[config.mk]
export PLATFORM = sky130hd
export DESIGN_NAME = ex_mem_stage_flat
export DESIGN_NICKNAME = d
export VERILOG_FILES = /design/src/rtl/ex_mem_stage_pkg.sv /design/src/rtl/ex_mem_stage_if.sv /design/src/rtl/ex_alu.sv /design/src/rtl/ex_mem_stage.sv /design/src/flat_wrapper.sv
export SDC_FILE = /design/constraint.sdc
export NUM_CORES = 1
export LEC_CHECK = 0
export BUFFER_PORTS_ARGS = -buffer_cell sky130_fd_sc_hd__buf_2
export CORE_MARGIN = 1
export CORE_UTILIZATION = 40
export DETAILED_ROUTE_END_ITERATION = 10
export SLEW_MARGIN = 20
export SYNTH_ARGS = -nofsm -noshare
export SYNTH_HDL_FRONTEND = slang
export SYNTH_SLANG_ARGS = --single-unit
[constraint.sdc]
create_clock -name clk -period 8.1 [get_ports clk]
set_clock_uncertainty 0.2 [all_clocks]
set_input_delay 1.215 -clock clk [delete_from_list [all_inputs] [get_ports clk]]
set_output_delay 1.215 -clock clk [all_outputs]
set_load 0.01 [all_outputs]
[src/rtl/ex_mem_stage_pkg.sv]
//==============================================================================
// Module  : ex_mem_stage_pkg
// Brief   : Shared ALU operation codes, memory size codes and redirect helper
//           for the execute / EX-MEM pipeline stage.
// Revision: 1.0 - initial release
//==============================================================================
`default_nettype none

package ex_mem_stage_pkg;

   localparam int ALU_CTRL_W = 4;

   localparam logic [ALU_CTRL_W-1:0] ALU_AND = 4'b0000;
   localparam logic [ALU_CTRL_W-1:0] ALU_OR  = 4'b0001;
   localparam logic [ALU_CTRL_W-1:0] ALU_ADD = 4'b0010;
   localparam logic [ALU_CTRL_W-1:0] ALU_SUB = 4'b0110;
   localparam logic [ALU_CTRL_W-1:0] ALU_SLT = 4'b0111;
   localparam logic [ALU_CTRL_W-1:0] ALU_NOR = 4'b1100;

   // Memory access size codes carried through to the memory stage untouched
   typedef enum logic [1:0] {
      MEM_NONE = 2'd0,
      MEM_BYTE = 2'd1,
      MEM_HALF = 2'd2,
      MEM_WORD = 2'd3
   } mem_size_e;

   function automatic logic redirect_taken(input logic jump,
                                           input logic branch,
                                           input logic alu_zero);
      return jump | (branch & alu_zero);
   endfunction

endpackage : ex_mem_stage_pkg

`default_nettype wire

[src/rtl/ex_mem_stage_if.sv]
//==============================================================================
// Module  : ex_mem_stage_if
// Brief   : ID/EX inputs, MEM/WB forwarding inputs and EX/MEM outputs of the
//           execute stage, bundled for the stage and its upstream driver.
// Revision: 1.0 - initial release
//==============================================================================
`default_nettype none

interface ex_mem_stage_if #(
   parameter int DATA_W     = 32,
   parameter int REG_ADDR_W = 5
);
   logic [REG_ADDR_W-1:0] id_src1;
   logic [REG_ADDR_W-1:0] id_src2;
   logic [REG_ADDR_W-1:0] id_dest;
   logic [DATA_W-1:0]     id_reg1;
   logic [DATA_W-1:0]     id_reg2;
   logic [DATA_W-1:0]     id_imm;
   logic                  id_alu_src;
   logic [3:0]            id_alu_ctrl;
   logic                  id_reg_write;
   logic                  id_mem_to_reg;
   logic [1:0]            id_mem_read;
   logic [1:0]            id_mem_write;
   logic                  id_branch;
   logic                  id_jump;
   logic [DATA_W-1:0]     id_branch_target;
   logic [DATA_W-1:0]     id_jump_target;

   logic [REG_ADDR_W-1:0] wb_dest;
   logic                  wb_reg_write;
   logic [DATA_W-1:0]     wb_data;

   logic [DATA_W-1:0]     mem_alu_result;
   logic [DATA_W-1:0]     mem_store_data;
   logic [REG_ADDR_W-1:0] mem_dest;
   logic                  mem_reg_write;
   logic                  mem_mem_to_reg;
   logic [1:0]            mem_mem_read;
   logic [1:0]            mem_mem_write;
   logic                  redirect;
   logic [DATA_W-1:0]     redirect_target;

   modport master (
      output id_src1, id_src2, id_dest, id_reg1, id_reg2, id_imm,
             id_alu_src, id_alu_ctrl, id_reg_write, id_mem_to_reg,
             id_mem_read, id_mem_write, id_branch, id_jump,
             id_branch_target, id_jump_target,
             wb_dest, wb_reg_write, wb_data,
      input  mem_alu_result, mem_store_data, mem_dest, mem_reg_write,
             mem_mem_to_reg, mem_mem_read, mem_mem_write,
             redirect, redirect_target
   );

   modport slave (
      input  id_src1, id_src2, id_dest, id_reg1, id_reg2, id_imm,
             id_alu_src, id_alu_ctrl, id_reg_write, id_mem_to_reg,
             id_mem_read, id_mem_write, id_branch, id_jump,
             id_branch_target, id_jump_target,
             wb_dest, wb_reg_write, wb_data,
      output mem_alu_result, mem_store_data, mem_dest, mem_reg_write,
             mem_mem_to_reg, mem_mem_read, mem_mem_write,
             redirect, redirect_target
   );
endinterface : ex_mem_stage_if

`default_nettype wire

[src/rtl/ex_alu.sv]
//==============================================================================
// Module  : ex_alu
// Brief   : Combinational MIPS ALU (AND/OR/ADD/SUB/SLT/NOR) with zero flag.
// Revision: 1.0 - initial release
//==============================================================================
`default_nettype none

module ex_alu
   import ex_mem_stage_pkg::*;
#(
   parameter int DATA_W = 32
) (
   input  logic [DATA_W-1:0]     a,
   input  logic [DATA_W-1:0]     b,
   input  logic [ALU_CTRL_W-1:0] ctrl,
   output logic [DATA_W-1:0]     result,
   output logic                  zero
);

   always_comb begin
      result = '0;
      case (ctrl)
         ALU_AND: result = a & b;
         ALU_OR:  result = a | b;
         ALU_ADD: result = a + b;
         ALU_SUB: result = a - b;
         ALU_SLT: result = {{(DATA_W-1){1'b0}}, ($signed(a) < $signed(b))};
         ALU_NOR: result = ~(a | b);
         default: result = '0;
      endcase
   end

   assign zero = (result == '0);

endmodule : ex_alu

`default_nettype wire

[src/rtl/ex_mem_stage.sv]
//==============================================================================
// Module  : ex_mem_stage
// Brief   : Execute stage with operand forwarding, branch/jump resolution and
//           the EX/MEM pipeline register, including wrong-path squash.
// Revision: 1.0 - initial release
//==============================================================================
`default_nettype none

module ex_mem_stage
   import ex_mem_stage_pkg::*;
#(
   parameter int DATA_W     = 32,
   parameter int REG_ADDR_W = 5
) (
   input  logic           clk,
   input  logic           rst,
   input  logic           stall,
   ex_mem_stage_if.slave  bus
);

   logic [DATA_W-1:0]     alu_result_q, alu_result_d;
   logic [DATA_W-1:0]     store_data_q, store_data_d;
   logic [REG_ADDR_W-1:0] dest_q, dest_d;
   logic                  reg_write_q, reg_write_d;
   logic                  mem_to_reg_q, mem_to_reg_d;
   logic [1:0]            mem_read_q, mem_read_d;
   logic [1:0]            mem_write_q, mem_write_d;
   logic                  redirect_q, redirect_d;
   logic [DATA_W-1:0]     redirect_target_q, redirect_target_d;

   logic [DATA_W-1:0]     fwd_a;
   logic [DATA_W-1:0]     fwd_b;
   logic [DATA_W-1:0]     alu_b;
   logic [DATA_W-1:0]     alu_result;
   logic                  alu_zero;
   logic                  take_redirect;
   logic [DATA_W-1:0]     new_target;

   // A load sitting in EX/MEM has no data yet, so it is never a forwarding source
   always_comb begin
      fwd_a = bus.id_reg1;
      if (bus.id_src1 != '0) begin
         if (reg_write_q && !mem_to_reg_q && (dest_q == bus.id_src1))
            fwd_a = alu_result_q;
         else if (bus.wb_reg_write && (bus.wb_dest == bus.id_src1))
            fwd_a = bus.wb_data;
      end
   end

   always_comb begin
      fwd_b = bus.id_reg2;
      if (bus.id_src2 != '0) begin
         if (reg_write_q && !mem_to_reg_q && (dest_q == bus.id_src2))
            fwd_b = alu_result_q;
         else if (bus.wb_reg_write && (bus.wb_dest == bus.id_src2))
            fwd_b = bus.wb_data;
      end
   end

   assign alu_b = bus.id_alu_src ? bus.id_imm : fwd_b;

   ex_alu #(
      .DATA_W (DATA_W)
   ) u_alu (
      .a      (fwd_a),
      .b      (alu_b),
      .ctrl   (bus.id_alu_ctrl),
      .result (alu_result),
      .zero   (alu_zero)
   );

   always_comb begin
      take_redirect = redirect_taken(bus.id_jump, bus.id_branch, alu_zero);
      new_target    = '0;
      if (bus.id_jump)
         new_target = bus.id_jump_target;
      else if (bus.id_branch && alu_zero)
         new_target = bus.id_branch_target;
   end

   // Stall holds everything; an outstanding redirect turns the next capture into a bubble
   always_comb begin
      alu_result_d      = alu_result_q;
      store_data_d      = store_data_q;
      dest_d            = dest_q;
      reg_write_d       = reg_write_q;
      mem_to_reg_d      = mem_to_reg_q;
      mem_read_d        = mem_read_q;
      mem_write_d       = mem_write_q;
      redirect_d        = redirect_q;
      redirect_target_d = redirect_target_q;
      if (!stall) begin
         if (redirect_q) begin
            alu_result_d      = '0;
            store_data_d      = '0;
            dest_d            = '0;
            reg_write_d       = 1'b0;
            mem_to_reg_d      = 1'b0;
            mem_read_d        = '0;
            mem_write_d       = '0;
            redirect_d        = 1'b0;
            redirect_target_d = '0;
         end else begin
            alu_result_d      = alu_result;
            store_data_d      = fwd_b;
            dest_d            = bus.id_dest;
            reg_write_d       = bus.id_reg_write;
            mem_to_reg_d      = bus.id_mem_to_reg;
            mem_read_d        = bus.id_mem_read;
            mem_write_d       = bus.id_mem_write;
            redirect_d        = take_redirect;
            redirect_target_d = new_target;
         end
      end
   end

   always_ff @(posedge clk or posedge rst) begin
      if (rst) begin
         alu_result_q      <= '0;
         store_data_q      <= '0;
         dest_q            <= '0;
         reg_write_q       <= 1'b0;
         mem_to_reg_q      <= 1'b0;
         mem_read_q        <= '0;
         mem_write_q       <= '0;
         redirect_q        <= 1'b0;
         redirect_target_q <= '0;
      end else begin
         alu_result_q      <= alu_result_d;
         store_data_q      <= store_data_d;
         dest_q            <= dest_d;
         reg_write_q       <= reg_write_d;
         mem_to_reg_q      <= mem_to_reg_d;
         mem_read_q        <= mem_read_d;
         mem_write_q       <= mem_write_d;
         redirect_q        <= redirect_d;
         redirect_target_q <= redirect_target_d;
      end
   end

   assign bus.mem_alu_result  = alu_result_q;
   assign bus.mem_store_data  = store_data_q;
   assign bus.mem_dest        = dest_q;
   assign bus.mem_reg_write   = reg_write_q;
   assign bus.mem_mem_to_reg  = mem_to_reg_q;
   assign bus.mem_mem_read    = mem_read_q;
   assign bus.mem_mem_write   = mem_write_q;
   assign bus.redirect        = redirect_q;
   assign bus.redirect_target = redirect_target_q;

endmodule : ex_mem_stage

`default_nettype wire

[src/flat_wrapper.sv]
// flat-port wrapper written by rule: the top's interface ports become plain ports
module ex_mem_stage_flat import ex_mem_stage_pkg::*;
#(
   parameter int DATA_W     = 32,
   parameter int REG_ADDR_W = 5
)
  (clk, rst, stall, bus_id_src1, bus_id_src2, bus_id_dest, bus_id_reg1, bus_id_reg2, bus_id_imm, bus_id_alu_src, bus_id_alu_ctrl, bus_id_reg_write, bus_id_mem_to_reg, bus_id_mem_read, bus_id_mem_write, bus_id_branch, bus_id_jump, bus_id_branch_target, bus_id_jump_target, bus_wb_dest, bus_wb_reg_write, bus_wb_data, bus_mem_alu_result, bus_mem_store_data, bus_mem_dest, bus_mem_reg_write, bus_mem_mem_to_reg, bus_mem_mem_read, bus_mem_mem_write, bus_redirect, bus_redirect_target);
  ex_mem_stage_if #(.DATA_W(DATA_W), .REG_ADDR_W(REG_ADDR_W)) bus_i ();
  input  logic clk;
  input  logic rst;
  input  logic stall;
  input wire logic [$bits(bus_i.id_src1)-1:0] bus_id_src1;
  input wire logic [$bits(bus_i.id_src2)-1:0] bus_id_src2;
  input wire logic [$bits(bus_i.id_dest)-1:0] bus_id_dest;
  input wire logic [$bits(bus_i.id_reg1)-1:0] bus_id_reg1;
  input wire logic [$bits(bus_i.id_reg2)-1:0] bus_id_reg2;
  input wire logic [$bits(bus_i.id_imm)-1:0] bus_id_imm;
  input wire logic [$bits(bus_i.id_alu_src)-1:0] bus_id_alu_src;
  input wire logic [$bits(bus_i.id_alu_ctrl)-1:0] bus_id_alu_ctrl;
  input wire logic [$bits(bus_i.id_reg_write)-1:0] bus_id_reg_write;
  input wire logic [$bits(bus_i.id_mem_to_reg)-1:0] bus_id_mem_to_reg;
  input wire logic [$bits(bus_i.id_mem_read)-1:0] bus_id_mem_read;
  input wire logic [$bits(bus_i.id_mem_write)-1:0] bus_id_mem_write;
  input wire logic [$bits(bus_i.id_branch)-1:0] bus_id_branch;
  input wire logic [$bits(bus_i.id_jump)-1:0] bus_id_jump;
  input wire logic [$bits(bus_i.id_branch_target)-1:0] bus_id_branch_target;
  input wire logic [$bits(bus_i.id_jump_target)-1:0] bus_id_jump_target;
  input wire logic [$bits(bus_i.wb_dest)-1:0] bus_wb_dest;
  input wire logic [$bits(bus_i.wb_reg_write)-1:0] bus_wb_reg_write;
  input wire logic [$bits(bus_i.wb_data)-1:0] bus_wb_data;
  output wire logic [$bits(bus_i.mem_alu_result)-1:0] bus_mem_alu_result;
  output wire logic [$bits(bus_i.mem_store_data)-1:0] bus_mem_store_data;
  output wire logic [$bits(bus_i.mem_dest)-1:0] bus_mem_dest;
  output wire logic [$bits(bus_i.mem_reg_write)-1:0] bus_mem_reg_write;
  output wire logic [$bits(bus_i.mem_mem_to_reg)-1:0] bus_mem_mem_to_reg;
  output wire logic [$bits(bus_i.mem_mem_read)-1:0] bus_mem_mem_read;
  output wire logic [$bits(bus_i.mem_mem_write)-1:0] bus_mem_mem_write;
  output wire logic [$bits(bus_i.redirect)-1:0] bus_redirect;
  output wire logic [$bits(bus_i.redirect_target)-1:0] bus_redirect_target;
  assign bus_i.id_src1 = bus_id_src1;
  assign bus_i.id_src2 = bus_id_src2;
  assign bus_i.id_dest = bus_id_dest;
  assign bus_i.id_reg1 = bus_id_reg1;
  assign bus_i.id_reg2 = bus_id_reg2;
  assign bus_i.id_imm = bus_id_imm;
  assign bus_i.id_alu_src = bus_id_alu_src;
  assign bus_i.id_alu_ctrl = bus_id_alu_ctrl;
  assign bus_i.id_reg_write = bus_id_reg_write;
  assign bus_i.id_mem_to_reg = bus_id_mem_to_reg;
  assign bus_i.id_mem_read = bus_id_mem_read;
  assign bus_i.id_mem_write = bus_id_mem_write;
  assign bus_i.id_branch = bus_id_branch;
  assign bus_i.id_jump = bus_id_jump;
  assign bus_i.id_branch_target = bus_id_branch_target;
  assign bus_i.id_jump_target = bus_id_jump_target;
  assign bus_i.wb_dest = bus_wb_dest;
  assign bus_i.wb_reg_write = bus_wb_reg_write;
  assign bus_i.wb_data = bus_wb_data;
  assign bus_mem_alu_result = bus_i.mem_alu_result;
  assign bus_mem_store_data = bus_i.mem_store_data;
  assign bus_mem_dest = bus_i.mem_dest;
  assign bus_mem_reg_write = bus_i.mem_reg_write;
  assign bus_mem_mem_to_reg = bus_i.mem_mem_to_reg;
  assign bus_mem_mem_read = bus_i.mem_mem_read;
  assign bus_mem_mem_write = bus_i.mem_mem_write;
  assign bus_redirect = bus_i.redirect;
  assign bus_redirect_target = bus_i.redirect_target;
  ex_mem_stage #(.DATA_W(DATA_W), .REG_ADDR_W(REG_ADDR_W)) u_core (.clk(clk), .rst(rst), .stall(stall), .bus(bus_i));
endmodule
* After elaboration in Yosys (flattened, before gate mapping)
Cells that the tools add are included.
** Word-level totals
- Flip-flop bits (word level) :: 108
- Word-level logic and storage cells :: 56
- Output and inout bits :: 108
- Bits of input ports :: 229
** Operators by class
- Muxes and demuxes :: 19
- Order comparisons :: 1
- Eq/ne operators :: 9
- Add/sub/neg operators :: 2
- Reduce and logical (&&, ||, !) cells :: 11
- Bitwise gates (word level) :: 5
** Operators by type and width (count)
- $mux W32 :: 12
- $pmux W32 S6 :: 1
- $add A32 B32 Y32 :: 1
- $and A32 B32 Y32 :: 1
- $logic_not A32 Y1 :: 1
- $lt A32 B32 Y1 :: 1
- $not A32 Y32 :: 1
- $or A32 B32 Y32 :: 1
- $sub A32 B32 Y32 :: 1
- $eq A5 B5 Y1 :: 4
- $reduce_bool A5 Y1 :: 2
- $eq A4 B3 Y1 const B :: 2
- $logic_and A1 B1 Y1 :: 6
- $mux W5 :: 1
- $eq A4 B1 Y1 const B :: 1
- $eq A4 B2 Y1 const B :: 1
- $eq A4 B4 Y1 const B :: 1
- $logic_not A4 Y1 :: 1
- $mux W2 :: 2
- $mux W1 :: 3
- $and A1 B1 Y1 :: 1
- $logic_not A1 Y1 :: 1
- $or A1 B1 Y1 :: 1

* Logic depth before layout (Yosys ltp)
Gate-level depths: netlist of run 1.
- Depth in word-level cells :: 14
- Depth in mapped cells :: 22
- Depth with buffers taken out :: 20

* Modules after synthesis
Synthesis of run 1 repeated with hierarchy kept, for this count alone.
** Unflattened totals
- Cells, all modules :: 1635
- Area, all modules :: 12515.8 um2
** By module, submodules not included
- ex_mem_stage :: times used 1, area each 6761.5 um2, cells each 764
- ex_alu :: times used 1, area each 5754.3 um2, cells each 871

* Least setup slack after synthesis of run 1
Ideal clock, no wire load.
- Kind :: input-to-reg
- Start point :: in bus_id_src2[4]
- End point :: reg u_core.redirect_target_q[13], in the netlist u_core.bus.redirect_target[13]
- Stages on the path :: 21
- Slack :: 1999 ps
- Data arrival time :: 5826 ps
- Data required time :: 7826 ps
- Library setup time :: 74 ps
- Path through :: xor2_1 -> nor4_1 -> nand3_1 -> a21oi_1 -> clkbuf_1 -> o22ai_1 -> o21ai_0 -> ha_1 -> inv_1 -> fa_1 -> nand2b_4 -> a2111o_1 -> a21boi_2 -> o311a_1 -> or4_4 -> nor4_2 -> nand4_1 -> nor4_2 -> nand3_4 -> buf_6 -> o21ai_2
** Between the ends
- Longest elaborated chain between the ends :: 14
- Elaborated cells between the ends (all ways) :: 21
- Those cells by class :: add/sub: 2; order compare: 1; eq/ne: 2; mux: 8; bitwise: 3; reduce/logical: 5
** Ends and longest elaborated chain
- start, declared :: RTL line flat_wrapper.sv:13 : input wire logic [$bits(bus_i.id_src2)-1:0] bus_id_src2;
- $eq A5 B5 Y1 :: RTL line ex_mem_stage.sv:55 : else if (bus.wb_reg_write && (bus.wb_dest == bus.id_src2))
- $logic_and A1 B1 Y1 :: RTL line ex_mem_stage.sv:55
- $mux W32 :: RTL line ex_mem_stage.sv:55
- $mux W32 :: RTL line ex_mem_stage.sv:53 : if (reg_write_q && !mem_to_reg_q && (dest_q == bus.id_src2))
- $mux W32 * :: RTL line ex_mem_stage.sv:52 : if (bus.id_src2 != '0) begin
- $mux W32 * :: RTL line ex_mem_stage.sv:60 : assign alu_b = bus.id_alu_src ? bus.id_imm : fwd_b;
- parallel branches: the longest is 2 deep, another holds $sub A32 B32 Y32
- $pmux W32 S6 * :: RTL line ex_alu.sv:22 : case (ctrl)
- $logic_not A32 Y1 * :: RTL line ex_alu.sv:33 : assign zero = (result == '0);
- $logic_and A1 B1 Y1 * :: RTL line ex_mem_stage.sv:77 : else if (bus.id_branch && alu_zero)
- $mux W32 * :: RTL line ex_mem_stage.sv:77
- $mux W32 * :: RTL line ex_mem_stage.sv:75 : if (bus.id_jump)
- $mux W32 * :: RTL line ex_mem_stage.sv:93 : if (redirect_q) begin
- end signal, assigned :: RTL line ex_mem_stage.sv:137 : redirect_target_q <= redirect_target_d;
- end, declared :: RTL line ex_mem_stage.sv:29 : logic [DATA_W-1:0] redirect_target_q, redirect_target_d;
Mark *: on every way between the ends.
A chain may end at the register's enable or synchronous reset.

* Worst setup path in the final report of run 1
- Start point :: in bus_id_src2[0]
- End point :: reg u_core.redirect_target_q[11], in the netlist u_core.bus.redirect_target[11]
The elaborated chain is that of the path after synthesis.

==> flow_metrics.env, run 1 <==
export IMPL_io_pins=337
export IMPL_status="finished, final reports clean"
export IMPL_synth_edff_count=0
export IMPL_maxSlewViolCount=0
export IMPL_switchingPower_mw=0.992
export IMPL_drive_gt1_share_pct=25.8
export IMPL_syn_nets=1901
export IMPL_antenna_cells=0
export IMPL_initial_core_util_pct=41.0
export IMPL_synth_seq_cells=108
export IMPL_wl_per_cell_um=24.9
export IMPL_ys_types=90
export IMPL_power_frac_comb_pct=48.6
export IMPL_p_per_area_nw_per_um2=154
export IMPL_firstDrtPassIters=6
export IMPL_cts_tree="yes"
export IMPL_syn_to_final_growth_pct=17.7
export IMPL_cts_buffer_depth=2
export IMPL_maxSlewHeadroom_pct=27.7
export IMPL_worstSetupPathType="in -> reg"
export IMPL_drv_cap=0
export IMPL_die_w_um=177
export IMPL_grt_overflow_total=0
export IMPL_clk_latency_ns=0.38
export IMPL_hpwlAfterDp_um=41500
export IMPL_root_buffer="clkbuf_16"
export IMPL_final_common_cell="buf_2"
export IMPL_async_flop_share_pct=100
export IMPL_clkTransAtPathRegs_ns=0.08
export IMPL_layout_common_cells="335 x buf_2, 152 x nand2_1, 119 x o21ai_0"
export IMPL_fillers=3036
export IMPL_arrival_ns=7.22
export IMPL_postRouteAntennaNets=0
export IMPL_grt_pass1_wl_um=80900
export IMPL_synthSimpleGateAreaFrac_pct=18.2
export IMPL_p_sw_share_pct=44.7
export IMPL_numPortBuffers=336
export IMPL_finalSetupViolCount=0
export IMPL_pwr_share_clk_pct=21.6
export IMPL_fmax_mhz=140
export IMPL_grt_max_degree=96
export IMPL_synth_cells=1574
export IMPL_antenna_found_initial=0
export IMPL_post_synth_mux_area_share_pct=1.35
export IMPL_min_path_type="reg -> reg"
export IMPL_synth_xor_area_share_pct=2.00
export IMPL_period_minus_slack_ns=7.12
export IMPL_vias_per_cell=6.43
export IMPL_cts_max_level=3
export IMPL_synth_compound_area_share_pct=38.5
export IMPL_worst_slew_pin_slew_ns=1.08
export IMPL_drc=0
export IMPL_synth_adder_area_share_pct=10.1
export IMPL_multiInputGateArea_um2=8640
export IMPL_grt_usage_pct=33.8
export IMPL_required_ns=8.20
export IMPL_fin_tns_setup_ns=0
export IMPL_clkSinkCount=108
export IMPL_synth_area_um2=12300
export IMPL_cts_repair_resized=0
export IMPL_synth_avg_cell_area_um2=7.79
export IMPL_fin_area_um2=14400
export IMPL_yosysSeqAreaShare_pct=22.0
export IMPL_placeableCoreArea_um2=29900
export IMPL_gp_congestion=1.03
export IMPL_cp_end_kind="register"
export IMPL_p_seq_share_pct=29.8
export IMPL_dieArea_um2=31300
export IMPL_ys_flop_type="dfrtp_1"
export IMPL_p_leak_nw=6.58
export IMPL_hold_viol=0
export IMPL_wirelength_um=55000
export IMPL_fp_dieH_um=177
export IMPL_hold_buffers=0
export IMPL_numCtsBuffers=9
export IMPL_start_kind="input port"
export IMPL_p_int_mw=1.23
export IMPL_cp_max_fo=33
export IMPL_rows=63
export IMPL_rsz0062_at_grt="false"
export IMPL_nNetsFinal=2142
export IMPL_placed_cell_area_um2=14100
export IMPL_grt_pass1_vias=13300
export IMPL_cts_setup_buffers=0
export IMPL_ys_warn_count=0
export IMPL_vias=14200
export IMPL_drtIter0Drc=1438
export IMPL_peakVddDrop_mv=0.101
export IMPL_synth_top_family_by_area="compound AO/OA/AOI/OAI gates"
export IMPL_layout_area_seq_um2=2700
export IMPL_hold_slack_ns=0.287
export IMPL_period_share_pct=87.9
==> critical path: stages <==
cell and delay, ns:
buf_2 0.12, or4_1 0.53, nor2_2 0.46, a21oi_2 0.04
buf_4 0.29, o22ai_1 0.21, o21ai_0 0.21, ha_1 0.39
fa_1 0.47, a21o_1 0.24, a221oi_1 0.70, o21ai_1 0.28
or3_1 0.36, a32o_1 0.29, a211oi_1 0.21, nand4_1 0.22
nor4_2 0.30, nand3_4 0.11, buf_4 0.31, o21ai_2 0.21
==> synthesized netlist by cell type (all sizes together) (18+ instances only) <==
cell type | instances | area (um2)
nand4b | 35 | 307
nand4 | 21 | 131
nand2 | 152 | 571
nor4 | 18 | 138
nor2 | 84 | 315
o22a | 73 | 639
o22ai | 82 | 513
a21o | 19 | 143
o21ai | 164 | 933
buf | 35 | 200
a22o | 27 | 236
dfrtp | 108 | 2700
inv | 102 | 383
clkbuf | 98 | 368
a21oi | 72 | 368
nand3 | 35 | 188
ha | 96 | 1200
a22oi | 60 | 450
==> final timing paths <==
| kind | startpoint | endpoint | slack, ns | cells after the start |
|---|---|---|---|---|
| worst max register to register | u_core.bus.mem_dest[4] | u_core.bus.redirect_target[11] | 1.43 | 20 |
| worst max-delay path | bus_id_src2[0] | u_core.bus.redirect_target[11] | 0.98 | 20 |
| max in group asynchronous | rst | u_core.bus.mem_store_data[15] | 5.92 | 3 |
| worst min register to register | u_core.bus.mem_store_data[26] | u_core.bus.mem_store_data[26] | 0.29 | 2 |
| min in group asynchronous | rst | u_core.bus.mem_alu_result[8] | 0.66 | 2 |
| worst min-delay path | u_core.bus.mem_store_data[26] | u_core.bus.mem_store_data[26] | 0.29 | 2 |
==> area by class of cell <==
class                      count  area share, %
tap                          390           3.38
sequential                   108           18.7
clock buffer                   9           1.56
inverter                     103           2.70
multi-input combinational   1230           59.9
timing repair buffer         363           13.2
clock inverter                 6          0.486
==> layer usage <==
metal	GRT usage, %	vias up	wire (um)
met4	10.2	0	1440
met1	46.0	6907	23400
met2	54.1	783	25600
li1	-	6434	-
met5	0	-	0
met3	5.88	90	4530
==> power by group through the flow <==
stage                     Combinational (mW)  Clock [mW]  Sequential, mW
after floorplan                        0.651           0           0.683
after global routing                    1.16       0.504           0.667
final                                   1.08       0.479           0.660
after global placement                  1.04           0           0.668
after CTS                               1.05       0.483           0.658
after detailed placement                1.05           0           0.668
==> stage by stage <==
| step | cells | setup WS, ns | util, % | power (mW) |
|---|---|---|---|---|
| final | 2209 | 0.977 | 48.3 | 2.22 |
| after global routing | 2209 | 0.612 | 48.3 | 2.33 |
| after CTS | 2208 | 1.10 | 48.2 | 2.20 |
| after detailed placement | 2193 | 0.739 | 47.2 | 1.72 |
| after global placement | 2193 | 0.788 | 47.2 | 1.71 |
| after floorplan | 1574 | 2.00 | - | 1.33 |
==> cells by family after synthesis <==
family,Yosys count
simple gates,431
compound gates,657
fa+ha+maj,98
xor+xnor,28
buf+inv,236
mux,16
flops,108
Power figures use the tool's default switching activity.
==> inputs of run 2 (changes only) <==
--- a/config.mk
+++ b/config.mk
@@ -7,7 +7,7 @@
 export LEC_CHECK = 0
 export BUFFER_PORTS_ARGS = -buffer_cell sky130_fd_sc_hd__buf_2
 export CORE_MARGIN = 1
-export CORE_UTILIZATION = 40
+export CORE_UTILIZATION = 35
 export DETAILED_ROUTE_END_ITERATION = 10
 export SLEW_MARGIN = 20
 export SYNTH_ARGS = -nofsm -noshare
==> flow_metrics.env, run 2 (synthesis gave the netlist of run 1 again) <==
export IMPL_grt_max_degree=77
export IMPL_maxSlewHeadroom_pct=31.4
export IMPL_layout_common_cells="335 x buf_2, 152 x nand2_1, 119 x o21ai_0"
export IMPL_cts_max_level=3
export IMPL_hpwlAfterDp_um=43900
export IMPL_reg2reg_depth=20
export IMPL_numPortBuffers=336
export IMPL_start_kind="input port"
export IMPL_p_per_area_nw_per_um2=151
export IMPL_placeableCoreArea_um2=34500
export IMPL_peakVddDrop_mv=0.109
export IMPL_clkTransAtPathRegs_ns=0.08
export IMPL_numCtsBuffers=9
export IMPL_rsz0062_at_grt="false"
export IMPL_cp_max_fo=33
export IMPL_vias=14300
export IMPL_grt_pass1_vias=13500
export IMPL_wirelength_um=57000
export IMPL_required_ns=8.18
export IMPL_period_share_pct=89.8
export IMPL_grt_pass1_wl_um=84400
export IMPL_wl_per_cell_um=24.9
export IMPL_root_buffer="clkbuf_16"
export IMPL_clk_latency_ns=0.37
export IMPL_fmax_mhz=138
export IMPL_drtIter0Drc=1709
export IMPL_cts_repair_resized=0
export IMPL_worst_slew_pin_slew_ns=1.03
export IMPL_vias_per_cell=6.27
export IMPL_status="finished, final reports clean"
export IMPL_postRouteAntennaNets=0
export IMPL_final_common_cell="buf_2"
export IMPL_grt_usage_pct=30.7
export IMPL_maxSlewViolCount=0
export IMPL_firstDrtPassIters=5
export IMPL_die_w_um=189
export IMPL_arrival_ns=7.35
export IMPL_final_cells=2285
export IMPL_cp_end_kind="register"
export IMPL_rows=68
export IMPL_finalSetupViolCount=0
export IMPL_clkSinkCount=108
export IMPL_gp_congestion=0.984
export IMPL_fillers=3606
export IMPL_worstSetupPathType="in -> reg"
export IMPL_cts_tree="yes"
export IMPL_io_pins=337
export IMPL_min_path_type="reg -> reg"
export IMPL_grt_overflow_total=0
export IMPL_fp_dieH_um=189
export IMPL_drc=0
export IMPL_hold_depth=2
export IMPL_drive_gt1_share_pct=26.0
export IMPL_cts_buffer_depth=2
export IMPL_antenna_found_initial=1
export IMPL_hold_viol=0
export IMPL_initial_core_util_pct=35.6
export IMPL_dieArea_um2=35800
export IMPL_period_minus_slack_ns=7.27
export IMPL_drv_cap=0
export IMPL_hold_buffers=0
export IMPL_post_place_cells=2266
export IMPL_p_leak_nw=6.60
export IMPL_fin_tns_setup_ns=0
export IMPL_nNetsFinal=2149
export IMPL_syn_to_final_growth_pct=18.7
export IMPL_cts_setup_buffers=0
==> run 2: routing by layer <==
metal | vias to the layer above | track usage, % | routed length [um]
li1 | 6443 | - | -
met1 | 6915 | 43.0 | 24300
met2 | 875 | 48.1 | 25700
met3 | 101 | 4.99 | 5360
met4 | 0 | 9.18 | 1560
met5 | - | 0 | 0
==> run 2: layout make-up <==
class | instances | area [um2] | area share, %
tap | 455 | 569 | 3.91
antenna | 4 | 10.0 | 0.0688
timing repair buffer | 370 | 1960 | 13.5
clock buffer | 11 | 243 | 1.67
multi-input combinational | 1230 | 8640 | 59.4
sequential | 108 | 2700 | 18.6
inverter | 103 | 389 | 2.68
clock inverter | 4 | 26.3 | 0.181
==> run 2: power breakdown <==
part / internal [mW] / switching (mW)
logic: 0.386 / 0.707
clock network: 0.216 / 0.228
registers: 0.600 / 0.0634
==> run 2: metrics by stage <==
step | total power [mW] | setup WS, ns | instance area, um2 | utilization, % | hold WS (ns)
after floorplan | 1.33 | 2.00 | 12300 | - | 0.319
after global placement | 1.74 | 0.621 | 14300 | 41.4 | 0.264
after detailed placement | 1.73 | 0.682 | 14300 | 41.4 | 0.271
after CTS | 2.18 | 1.06 | 14500 | 42.2 | 0.289
after global routing | 2.31 | 0.615 | 14500 | 42.2 | 0.309
final | 2.20 | 0.829 | 14500 | 42.2 | 0.284
==> run 2: worst paths after layout <==
path	from	to	slack (ns)
max in group asynchronous	rst	u_core.bus.mem_store_data[18]	5.60
worst max register to register	u_core.bus.mem_dest[4]	u_core.bus.redirect_target[25]	1.32
worst min register to register	u_core.bus.mem_store_data[26]	u_core.bus.mem_store_data[26]	0.28
min in group asynchronous	rst	u_core.bus.mem_dest[0]	0.72
worst max-delay path	bus_id_src2[4]	u_core.bus.redirect_target[25]	0.83
worst min-delay path	u_core.bus.mem_store_data[26]	u_core.bus.mem_store_data[26]	0.28
==> run 2: critical path, cell delays in order <==
cell and delay (ns):
buf_2 0.12, xor2_1 0.14, nor4_1 0.30, nand3_1 0.17, buf_4 0.23, nand2b_1 0.13
buf_12 0.22, o22a_1 0.17, o22ai_1 0.08, o21ai_0 0.44, ha_1 0.47, a21oi_1 0.38
o21ai_0 0.28, a21oi_1 0.41, nand2_1 0.27, a211o_1 0.36, o21ai_1 0.44, nand4_1 0.28
a2111oi_4 0.30, nand3_4 0.55, o21ai_2 0.33
